==> config.mk <==
export PLATFORM = sky130hd
export DESIGN_NAME = dmem_arbiter
export DESIGN_NICKNAME = d
export VERILOG_FILES = /design/src/rtl/dmem_arbiter_pkg.sv /design/src/rtl/dmem_arbiter_rr_pick2.sv /design/src/rtl/dmem_arbiter.sv
export SDC_FILE = /design/constraint.sdc
export NUM_CORES = 1
export LEC_CHECK = 0
export BUFFER_PORTS_ARGS = -buffer_cell sky130_fd_sc_hd__buf_2
export CAP_MARGIN = 10
export CORE_AREA = 4 4 128 130
export DETAILED_ROUTE_END_ITERATION = 16
export DIE_AREA = 0 0 132 134
export GPL_TIMING_DRIVEN = 0
export HOLD_SLACK_MARGIN = 0.15
export PLACE_DENSITY = 0.81
export SYNTH_ARGS = -nofsm -noshare
export SYNTH_HDL_FRONTEND = slang
export SYNTH_SLANG_ARGS = --single-unit
==> constraint.sdc <==
create_clock -name clk -period 1.65 [get_ports clk]
set_input_delay 0.165 -clock clk [delete_from_list [all_inputs] [get_ports clk]]
set_output_delay 0.165 -clock clk [all_outputs]
set_load 0.03 [all_outputs]
==> src/rtl/dmem_arbiter_pkg.sv <==
// Shared definitions for the data-memory arbiter and the bus arbiters built on it.
package dmem_arbiter_pkg;

  // Sequencer states in front of dmemory.
  typedef enum logic [1:0] {
    IDLE   = 2'd0,
    ACCESS = 2'd1,
    RDWAIT = 2'd2
  } state_t;

  // Requester identities: port 0 is the CPU load/store unit, port 1 the debug/DMA loader.
  localparam logic PORT_CPU = 1'b0;
  localparam logic PORT_DBG = 1'b1;

  // Word address of the LED segment register written by the debug loader.
  localparam logic [31:0] LED_SEG_ADDRESS = 32'h0000_03FC;

endpackage

==> src/rtl/dmem_arbiter_rr_pick2.sv <==
// Two-way round-robin select: on a tie the port that did not win last time wins.
module rr_pick2
  import dmem_arbiter_pkg::*;
(
  input  logic req0,
  input  logic req1,
  input  logic last_grant,
  output logic valid,
  output logic winner
);

  // Pick a winner among the active requests, alternating on a tie.
  always_comb begin
    valid = req0 | req1;
    if (req0 && req1) begin
      winner = ~last_grant;
    end else if (req1) begin
      winner = PORT_DBG;
    end else begin
      winner = PORT_CPU;
    end
  end

endmodule

==> src/rtl/dmem_arbiter.sv <==
// Two-port arbiter and sequencer in front of dmemory: serialises CPU and
// debug/DMA requests, spaces the memory strobes and returns data/completions.
module dmem_arbiter
  import dmem_arbiter_pkg::*;
#(
  parameter int WIDTH = 32,
  parameter int DEPTH = 1024
) (
  input  logic             clk,
  input  logic             reset,
  input  logic             req0,
  input  logic             req1,
  input  logic             we0,
  input  logic             we1,
  input  logic [WIDTH-1:0] addr0,
  input  logic [WIDTH-1:0] addr1,
  input  logic [WIDTH-1:0] wdata0,
  input  logic [WIDTH-1:0] wdata1,
  output logic             done0,
  output logic             done1,
  output logic             err0,
  output logic             err1,
  output logic [WIDTH-1:0] rdata0,
  output logic [WIDTH-1:0] rdata1,
  output logic             busy,
  output logic             mem_read,
  output logic             mem_write,
  output logic [WIDTH-1:0] read_address,
  output logic [WIDTH-1:0] write_address,
  output logic [WIDTH-1:0] write_data,
  input  logic [WIDTH-1:0] mem_data
);

  state_t           r_state, w_state_nxt;
  logic             r_last_grant, w_last_grant_nxt;
  logic             r_winner, w_winner_nxt;
  logic             r_we, w_we_nxt;
  logic [WIDTH-1:0] r_addr, w_addr_nxt;
  logic [WIDTH-1:0] r_wdata, w_wdata_nxt;
  logic [1:0]       r_done, w_done_nxt;
  logic [1:0]       r_err, w_err_nxt;
  logic             r_mem_read, w_mem_read_nxt;
  logic             r_mem_write, w_mem_write_nxt;
  logic             r_busy, w_busy_nxt;
  logic [WIDTH-1:0] r_rdata0, w_rdata0_nxt;
  logic [WIDTH-1:0] r_rdata1, w_rdata1_nxt;

  logic             w_req0_m, w_req1_m;
  logic             w_pick_valid, w_pick_winner;
  logic             w_sel_we;
  logic [WIDTH-1:0] w_sel_addr, w_sel_wdata;
  logic             w_sel_oob;

  // A port that is being told done/err this cycle still holds its old request,
  // so it is masked out until the following IDLE cycle.
  assign w_req0_m = req0 & ~(r_done[0] | r_err[0]);
  assign w_req1_m = req1 & ~(r_done[1] | r_err[1]);

  rr_pick2 u_pick (
    .req0       (w_req0_m),
    .req1       (w_req1_m),
    .last_grant (r_last_grant),
    .valid      (w_pick_valid),
    .winner     (w_pick_winner)
  );

  assign w_sel_we    = (w_pick_winner == PORT_DBG) ? we1    : we0;
  assign w_sel_addr  = (w_pick_winner == PORT_DBG) ? addr1  : addr0;
  assign w_sel_wdata = (w_pick_winner == PORT_DBG) ? wdata1 : wdata0;
  assign w_sel_oob   = (w_sel_addr >= WIDTH'(DEPTH));

  // Next-state and next-output logic for the sequencer.
  always_comb begin
    // NOTE: every signal gets a default before the case so no path leaves it unassigned (no latches).
    w_state_nxt      = r_state;
    w_last_grant_nxt = r_last_grant;
    w_winner_nxt     = r_winner;
    w_we_nxt         = r_we;
    w_addr_nxt       = r_addr;
    w_wdata_nxt      = r_wdata;
    w_done_nxt       = '0;
    w_err_nxt        = '0;
    w_mem_read_nxt   = 1'b0;
    w_mem_write_nxt  = 1'b0;
    w_rdata0_nxt     = r_rdata0;
    w_rdata1_nxt     = r_rdata1;

    case (r_state)
      IDLE: begin
        if (w_pick_valid) begin
          w_winner_nxt     = w_pick_winner;
          w_we_nxt         = w_sel_we;
          w_addr_nxt       = w_sel_addr;
          w_wdata_nxt      = w_sel_wdata;
          w_last_grant_nxt = w_pick_winner;
          if (w_sel_oob) begin
            w_err_nxt[w_pick_winner] = 1'b1;
          end else begin
            w_state_nxt     = ACCESS;
            w_mem_write_nxt = w_sel_we;
            w_mem_read_nxt  = ~w_sel_we;
          end
        end
      end
      ACCESS: begin
        if (r_we) begin
          w_done_nxt[r_winner] = 1'b1;
          w_state_nxt          = IDLE;
        end else begin
          w_state_nxt = RDWAIT;
        end
      end
      RDWAIT: begin
        if (r_winner == PORT_DBG) begin
          w_rdata1_nxt = mem_data;
        end else begin
          w_rdata0_nxt = mem_data;
        end
        w_done_nxt[r_winner] = 1'b1;
        w_state_nxt          = IDLE;
      end
      default: begin
        w_state_nxt = IDLE;
      end
    endcase

    w_busy_nxt = (w_state_nxt != IDLE);
  end

  // State register.
  always_ff @(posedge clk) begin
    // NOTE: sequential state uses non-blocking assignments so every flop samples pre-edge values.
    if (reset) begin
      r_state <= IDLE;
    end else begin
      r_state <= w_state_nxt;
    end
  end

  // Registered outputs and latched request; reset aborts any transfer silently.
  always_ff @(posedge clk) begin
    if (reset) begin
      r_last_grant <= PORT_DBG;
      r_winner     <= PORT_CPU;
      r_we         <= 1'b0;
      r_addr       <= '0;
      r_wdata      <= '0;
      r_done       <= '0;
      r_err        <= '0;
      r_mem_read   <= 1'b0;
      r_mem_write  <= 1'b0;
      r_busy       <= 1'b0;
      r_rdata0     <= '0;
      r_rdata1     <= '0;
    end else begin
      r_last_grant <= w_last_grant_nxt;
      r_winner     <= w_winner_nxt;
      r_we         <= w_we_nxt;
      r_addr       <= w_addr_nxt;
      r_wdata      <= w_wdata_nxt;
      r_done       <= w_done_nxt;
      r_err        <= w_err_nxt;
      r_mem_read   <= w_mem_read_nxt;
      r_mem_write  <= w_mem_write_nxt;
      r_busy       <= w_busy_nxt;
      r_rdata0     <= w_rdata0_nxt;
      r_rdata1     <= w_rdata1_nxt;
    end
  end

  assign done0         = r_done[0];
  assign done1         = r_done[1];
  assign err0          = r_err[0];
  assign err1          = r_err[1];
  assign rdata0        = r_rdata0;
  assign rdata1        = r_rdata1;
  assign busy          = r_busy;
  assign mem_read      = r_mem_read;
  assign mem_write     = r_mem_write;
  assign read_address  = r_addr;
  assign write_address = r_addr;
  assign write_data    = r_wdata;

endmodule

* After elaboration in Yosys (flattened, before gate mapping)
Cells that the tools add are included.
** Word-level totals
- Flip-flop bits (word level) :: 140
- Input bits :: 166
- Output and inout bits :: 167
- Logic and storage cells :: 58
** Operators by class
- Magnitude comparators :: 5
- Equality and inequality tests :: 2
- Mux-type cells :: 15
- Bitwise operators :: 13
- Reductions and logical operators :: 10
** Operator list (count)
- 32-bit two-way mux :: 2
- 32-bit by 11-bit greater-or-equal comparator with 1-bit output (second input constant) :: 1
- 2-bit two-way mux :: 4
- 1-bit NOT :: 8
- 2-bit case mux with 2 select lines :: 2
- 4-bit OR reduction :: 2
- 2-bit AND reduction :: 3
- 1-bit two-way mux :: 5
- 1-bit by 2-bit less-than comparator with 1-bit output (second input constant) :: 2
- 1-bit logical AND :: 3
- 1-bit OR :: 3
- 1-bit AND :: 2
- 1-bit demux with 1-bit select :: 2
- 2-bit by 1-bit == test with 1-bit output (second input constant) :: 1
- 2-bit == test (second input constant) :: 1
- 1-bit greater-or-equal comparator (second input constant) :: 2
- 2-bit zero test :: 1
- 2-bit nonzero test :: 1

* Longest topological paths before layout
Gate-level depths: netlist of the first run.
- Depth after elaboration :: 11
- Depth in mapped cells :: 8
- Mapped depth without buffers :: 5

* Cells and area by module
A second synthesis of the first run with hierarchy kept.
** Second synthesis, totals
- Cells, all modules :: 666
- Area, all modules :: 5803.1 sq um
** Modules (own cells, without submodules)
- dmem_arbiter :: times used 1, cells an instance 664, area an instance 5789.3 sq um, seq. area each 2802.7 sq um
- rr_pick2 :: times used 1, cells an instance 2, area an instance 13.8 sq um, seq. area each 0.0 sq um

* Worst setup path before layout of the first run
No wires, ideal clock.
- Kind :: reg-to-reg
- From :: register r_err[0]
- To :: register r_addr[0] (netlist: read_address[0])
- Data arrival time :: 1.477 ns
- Required time :: 1.512 ns
- Path slack :: 0.036 ns
- Cell stages (with the launch flop) :: 7
- Path buffers :: 3
- Period minus slack after synthesis :: 1.614 ns
- Cells stage by stage :: dfxtp_1 nor3b_2 o21a_1 buf_2 buf_4 clkbuf_1 a211oi_1
** Between the ends
- Cells in the longest elaborated chain, start to end :: 6
** Ends and longest elaborated chain
- start, declared :: line dmem_arbiter.sv:41 : logic [1:0] r_err, w_err_nxt;
- start signal, assigned :: line dmem_arbiter.sv:162 : r_err <= w_err_nxt;
- 1-bit OR * :: line dmem_arbiter.sv:56 : assign w_req0_m = req0 & ~(r_done[0] | r_err[0]);
- 1-bit NOT * :: line dmem_arbiter.sv:56
- 1-bit AND * :: line dmem_arbiter.sv:56
- 1-bit logical AND :: line dmem_arbiter_rr_pick2.sv:15 : if (req0 && req1) begin
- 1-bit two-way mux :: line dmem_arbiter_rr_pick2.sv:15
- 32-bit two-way mux :: line dmem_arbiter.sv:68 : assign w_sel_addr = (w_pick_winner == PORT_DBG) ? addr1 : addr0;
- end signal, assigned :: line dmem_arbiter.sv:159 : r_addr <= w_addr_nxt;
- end, declared :: line dmem_arbiter.sv:38 : logic [WIDTH-1:0] r_addr, w_addr_nxt;
Mark *: on every way between the ends. The rest lies on a longest branch, timed or not.
A chain may end at the register's enable or synchronous reset.

* Worst setup path after layout of the first run
- From :: input addr0[16]
- To :: register r_state[1]
** Between the ends
- Cells in the longest elaborated chain, start to end :: 5
** Ends and longest elaborated chain
- start, declared :: line dmem_arbiter.sv:15 : input logic [WIDTH-1:0] addr0,
- 32-bit two-way mux :: line dmem_arbiter.sv:68
- 32-bit by 11-bit greater-or-equal comparator with 1-bit output :: line dmem_arbiter.sv:70 : assign w_sel_oob = (w_sel_addr >= WIDTH'(DEPTH));
- 2-bit two-way mux :: line dmem_arbiter.sv:96 : if (w_sel_oob) begin
- 2-bit two-way mux :: line dmem_arbiter.sv:90 : if (w_pick_valid) begin
- 2-bit case mux with 2 select lines :: line dmem_arbiter.sv:88 : case (r_state)
- end signal, assigned :: line dmem_arbiter.sv:136 : r_state <= w_state_nxt;
- end, declared :: line dmem_arbiter.sv:34 : state_t r_state, w_state_nxt;
No other way between the ends.

==> results.md, run 1 <==
- Longest Clk Path Bufs: 2
- Gate Count Post-Synth: 668
- Initial Utilization: 0.394
- Worst-Skew Late Latency: 0.41 ns
- Nets: 1326
- Root buffer cell: clkbuf_16
- Syn_area_per_cell: 8.93 µm²
- Worst slack, placed: -0.461 ns
- Final Setup Violations: 47
- Initial antenna violation count: 1
- Share of layout cells above drive strength 1: 0.421
- Die X-Extent: about 130 µm
- CTS tree: done
- CTS Buf Count: 17
- Placement Rows: 45
- Status: complete, but fails checks
- First-pass GRT wire length: 37.0 mm
- Seq/Total Area, Yosys: 0.470
- Hold endpoint: read_address[10]
- WP data required: a little under 2 ns
- Final wirelength: around 26 mm
- Asr flop ratio synth: 0
- Core area: 0.0151 mm²
- Worst min path class: primary input to flip-flop
- Final Cell Area: 0.0102 mm²
- Post-DRT Antenna Nets: 0
- Critical path buffers and inverters: 2
- Top FF cell, synth: dfxtp_1
- Max FO, Critical Path: 3
- Final worst slack: -0.121 ns
- Pwr Density: 947 mW/mm²
- Iter 0 DRT Violations: slightly below 500
- Crit Path Category: primary input to flip-flop
- Num ports: 333
- Slowest cell on the critical path: dlygate4sd3_1
- Worst Hold Path Cells: 3
- Area growth, synth to finish: 70.5%
- Final core utilization: 0.672
- Gpl congestion: 0.888
- Synth top cells by count: 140 x dfxtp_1, 133 x nand2_1, 70 x a21oi_1
- FF+latch area: 0.00281 mm²
- Final Skew: 0.00881 ns
- # clock sinks: 140
- Worst path depth: 7
- Layout fillers: approximately 1100
- Die area: roughly 0.018 mm²
- Vias in the first global route: 7084
- Hpwl dp: approximately 16 mm
- Multi-input logic area: 0.00287 mm²
- GR Util All Layers: 0.263
- Largest net degree at the start of global routing: 17
- Cells after DPL: approximately 1200
- Critical Path Source Type: primary input
- GRT overflow: 0
- # H-tree levels: 4
- FF-to-FF setup slack: -0.11 ns
- Post-Syn Area: between 0.005 and 0.006 mm²
- Worst r2r src: r_err[1]
- Yosys cell types: 38
- Max rail drop VDD: 0.795 mV
- Post-synth top area cell: dfxtp_1
- FF-to-FF path depth: 6
- Post-DP Area: between 0.007 and 0.008 mm²
- # DRC: 0
- Synth warn: 0
- Vias/cell: 5.26
- Hold Fails Final Rpt: 0
- Synth area leaders: dfxtp_1 47%, mux2i_1 11%, nand2_1 8.4%
- RR Endpoint: read_address[5]
- Family with the most delay on the worst path: simple AND/OR/NAND/NOR gates
- PortBufs: ~330
- Violated checks: negative setup slack
- Critical Path End Type: flip-flop
- CP Launch Point: addr0[16]
- Fin crit period: 1.77 ns
- Vias: 7138
- Slowest stage delay, CP: between 0.5 and 0.6 ns
- Final Cycle Share: 1.07
- Worst-path clk slew: 0.06 ns
- 1st-pass router iterations: 5
- Syn nets: 837
- Most frequent cell after synthesis: dfxtp_1
- Die Y: ~130 µm
- Final instance count without filler cells: 1356
- Leakage: 4.65 nW
- RSZ-0062 raised after global routing: yes
- Crit-path cells: dlygate4sd3_1 > buf_2 > nor4_2 > nand4_1 > nor4_4 > mux2i_1 > o21a_1
- Fmax: 0.565 GHz
- Tightest Pin Transition: 0.632 ns
- Slew Limit Fails: 0
- Hold Crit Start: addr0[10]
- Worst relative slew slack: 0.578
- Synth top area share: 0.470
- Total design power: 9.64 mW
- DR WL/cell: 18.9 µm
- Number of synthesized flops with an enable pin: 0
- Max cap viols: 0
- Synthesized flop and latch total: 140
- WP data arrival: 2.08 ns
[through the flow]
stage	hold WS (ns)	TNS, ns
finish	0.159	-2.59
CTS	0.151	-1.75
detailed placement	0.421	-31.96
global route	0.145	-8.40
floorplan	0.301	0
global placement	0.418	-28.56
[worst max-delay path by stage]
stage	slack, ns	endpoint
5_1_grt	-0.19	write_data[3]
6_report	-0.12	r_state[1]
3_5_place_dp	-0.46	write_data[7]
2_1_floorplan	0.04	read_address[0]
3_3_place_gp	-0.44	write_data[1]
4_1_cts	-0.11	read_address[30]
[logic make-up after synthesis]
family,Yosys count,share of synthesized area
and+or+nand+nor,229,0.166
AOI/OAI and AO/OA,144,0.151
DFF,140,0.470
buffers and inverters,86,0.0971
muxes,66,0.111
adders and majority gates,3,0.00629
[per-layer routing]
metal / track usage / vias up / share of wire
li1: - / 3255 / -
met1: 0.296 / 3324 / 0.37
met2: 0.460 / 449 / 0.50
met3: 0.0743 / 110 / 0.075
met4: 0.127 / 0 / 0.053
met5: 0 / - / 0
[sequential cells by signal (all words and copies together) (netlist names)]
signal and cells:
rdata0 32, rdata1 32, read_address 32, write_data 32, r_done 2, r_err 2
r_state 2, busy 1, mem_read 1, mem_write 1, r_last_grant 1, r_we 1
r_winner 1
[layout by cell type, fill, tap and decap left out, types with 2 or more instances in the layout]
cell type,Yosys,final
nor2_1,66,66
inv_1,2,2
dfxtp_1,140,136
a211oi_1,65,48
clkinv_2,0,4
nand4_1,2,2
clkbuf_2,0,8
o21a_1,2,2
nand3b_1,2,2
mux2i_2,0,25
nand2_1,133,133
nand2b_1,3,3
o21ai_0,3,3
clkbuf_16,0,17
buf_4,33,39
clkbuf_1,36,17
nor2b_1,2,2
buf_6,0,5
nor4_1,8,7
ha_1,3,2
mux2i_4,0,6
dlygate4sd3_1,0,135
nor3b_4,1,2
buf_2,6,333
clkbuf_8,0,2
dfxtp_2,0,4
nor4_2,1,2
clkbuf_4,0,9
buf_12,7,7
a21oi_1,70,70
clkinvlp_4,0,3
a211oi_2,0,17
mux2i_1,66,35
[what timing repair did]
| item | 4_1_cts | 5_1_grt |
|---|---|---|
| setup buffers | 4 | 1 |
| resized for setup | 50 | 79 |
| endpoints found under the setup margin | 126 | 127 |
| pin swaps | 8 | 1 |
| hold buffers | 131 | 4 |
| hold endpoints to repair | 116 | 3 |
[where the power goes]
group          internal [mW]  switching (mW)  total (mW)
Clock                   2.07            1.42        3.49
Sequential              3.57           0.141        3.71
Combinational           1.07            1.37        2.44
Total                   6.71            2.93        9.64
[tightest hold or removal path, cell delays in order]
cell      delay (ns)
buf_2           0.13
mux2i_4         0.14
a211oi_2        0.08
[area by class of cell]
type | instances | area share
flip-flops and latches | 140 | 0.276
multi-input cells | 442 | 0.282
plain buffers | 83 | 0.0670
diodes | 1 | 0.000246
clock buffers | 21 | 0.0443
inverters | 2 | 0.000738
clock inverters | 8 | 0.00713
well taps | 188 | 0.0231
repair buffers | 471 | 0.299
Note: power is estimated with default switching activity, not from simulation.
==> run 2, diff against run 1 <==
--- a/config.mk
+++ b/config.mk
@@ -13,6 +13,7 @@
 export GPL_TIMING_DRIVEN = 0
 export HOLD_SLACK_MARGIN = 0.15
 export PLACE_DENSITY = 0.81
+export RECOVER_POWER = 25
 export SYNTH_ARGS = -nofsm -noshare
 export SYNTH_HDL_FRONTEND = slang
 export SYNTH_SLANG_ARGS = --single-unit
==> results.md, run 2 (same netlist as run 1, synthesis figures left out) <==
- Status: complete, but fails checks
- Violated checks: negative setup slack
- FF-to-FF path depth: 6
- Worst-Skew Late Latency: about 0.42 ns
- GR Util All Layers: 0.263
- Total design power: 9.62 mW
- Final core utilization: 0.667
- Worst slack, placed: -0.461 ns
- Worst-path clk slew: 0.06 ns
- Hold Fails Final Rpt: 0
- Final wirelength: 25.6 mm
- CTS tree: done
- # H-tree levels: 4
- Max FO, Critical Path: 10
- Vias: between 7000 and 8000
- Fmax: around 0.57 GHz
- Critical Path Source Type: flip-flop
- Final Skew: about 0.010 ns
- Hold endpoint: read_address[10]
- Pwr Density: 952 mW/mm²
- Num ports: 333
- FF-to-FF setup slack: -0.11 ns
- Final Cycle Share: 1.07
- Core area: ~0.015 mm²
- Nets: 1326
- Vias/cell: 5.23
- DR WL/cell: between 15 and 20 µm
- Hold Crit Start: addr0[10]
- Final worst slack: -0.109 ns
- WP data required: 1.94 ns
- Die Y: roughly 130 µm
- Vias in the first global route: 7084
- Final Setup Violations: 44
- Commonest non-fill, non-tap cell in the layout: buf_2
- Post-DRT Antenna Nets: 0
- Worst Hold Path Cells: 3
- Area growth, synth to finish: 69.3%
- Worst min path class: primary input to flip-flop
- WP data arrival: slightly above 2 ns
- Die X-Extent: 132 µm
- Iter 0 DRT Violations: 466
- Largest net degree at the start of global routing: 17
- Tightest Pin Transition: 0.624 ns
- Hpwl dp: 15.9 mm
- First-pass GRT wire length: about 37 mm
- Share of layout cells above drive strength 1: 0.370
- PortBufs: 331
- Root buffer cell: clkbuf_16
- # DRC: 0
- Max rail drop VDD: between 0.7 and 0.8 mV
- CTS Buf Count: 17
- # clock sinks: 140
- RSZ-0062 raised after global routing: yes
- Worst relative slew slack: 0.584
- Max cap viols: 0
- Die area: about 0.018 mm²
- Most frequent cells in the layout: 274 x buf_2, 136 x dfxtp_1, 135 x dlygate4sd3_1
- Critical Path End Type: flip-flop
- Crit Path Category: flip-flop to flip-flop
- 1st-pass router iterations: 5
- CP Launch Point: r_err[1]
- Initial Utilization: 0.394
- Worst r2r src: r_err[1]
- Gpl congestion: slightly below 0.9
- Leakage: about 4.4 nW
- Longest Clk Path Bufs: 2
- Placement Rows: 45
- GRT overflow: 0
- RR Endpoint: write_data[3]
- Initial antenna violation count: 1
- Slew Limit Fails: 0
- Fin crit period: 1.76 ns
==> run 2: per-layer routing <==
layer	up-vias	share of wire	global-route usage
met5	-	0	0
met4	0	0.055	0.127
met3	108	0.069	0.0743
met2	402	0.51	0.460
met1	3332	0.37	0.296
li1	3253	-	-
==> run 2: worst max-delay path by stage <==
stage,endpoint,cells past startpoint
floorplan,read_address[0],6
global placement,write_data[1],6
detailed placement,write_data[7],6
CTS,read_address[30],6
global route,write_data[3],6
finish,write_data[3],6
==> run 2: cell type report <==
class                           instances  area [µm²]
Fill cell                            1143        5040
Timing Repair Buffer                  471        2970
Multi-Input combinational cell        442        2870
Sequential cell                       140        2810
Buffer                                 83         682
Clock buffer                           21         450
Tap cell                              188         235
Clock inverter                          8        72.6
Inverter                                2        7.51
Antenna cell                            1        2.50
==> run 2: metrics by stage <==
stage                     TNS (ns)  hold slack [ns]  instances  instance area (µm²)
after floorplan                  0            0.301        668                 5970
after global routing         -8.40            0.145       1356                10100
final                        -2.42            0.156       1356                10100
after global placement      -28.56            0.418       1187                 7860
after detailed placement    -31.96            0.421       1187                 7860
after CTS                    -1.75            0.151       1351                 9880
==> run 2: power by group <==
group / leakage [nW] / internal (mW) / total [mW] / switching (mW)
registers: 1.15 / 3.57 / 3.71 / 0.142
clock network: 0.250 / 2.07 / 3.49 / 1.41
logic: 3.00 / 1.06 / 2.42 / 1.37
==> run 2: timing repair <==
item / in CTS / in global routing
cloned: 0 / 0
resized for setup: 50 / 79
endpoints found under the setup margin: 126 / 127
hold buffers: 131 / 4
pin swaps: 8 / 1
setup buffers: 4 / 1
endpoints found under the hold margin: 116 / 3
==> run 2: critical path: stages, from the launching register on <==
cell	delay, ns
dfxtp_2	0.33
nor3b_4	0.27
a21boi_4	0.25
buf_12	0.19
buf_16	0.19
mux2i_2	0.29
a211oi_1	0.10
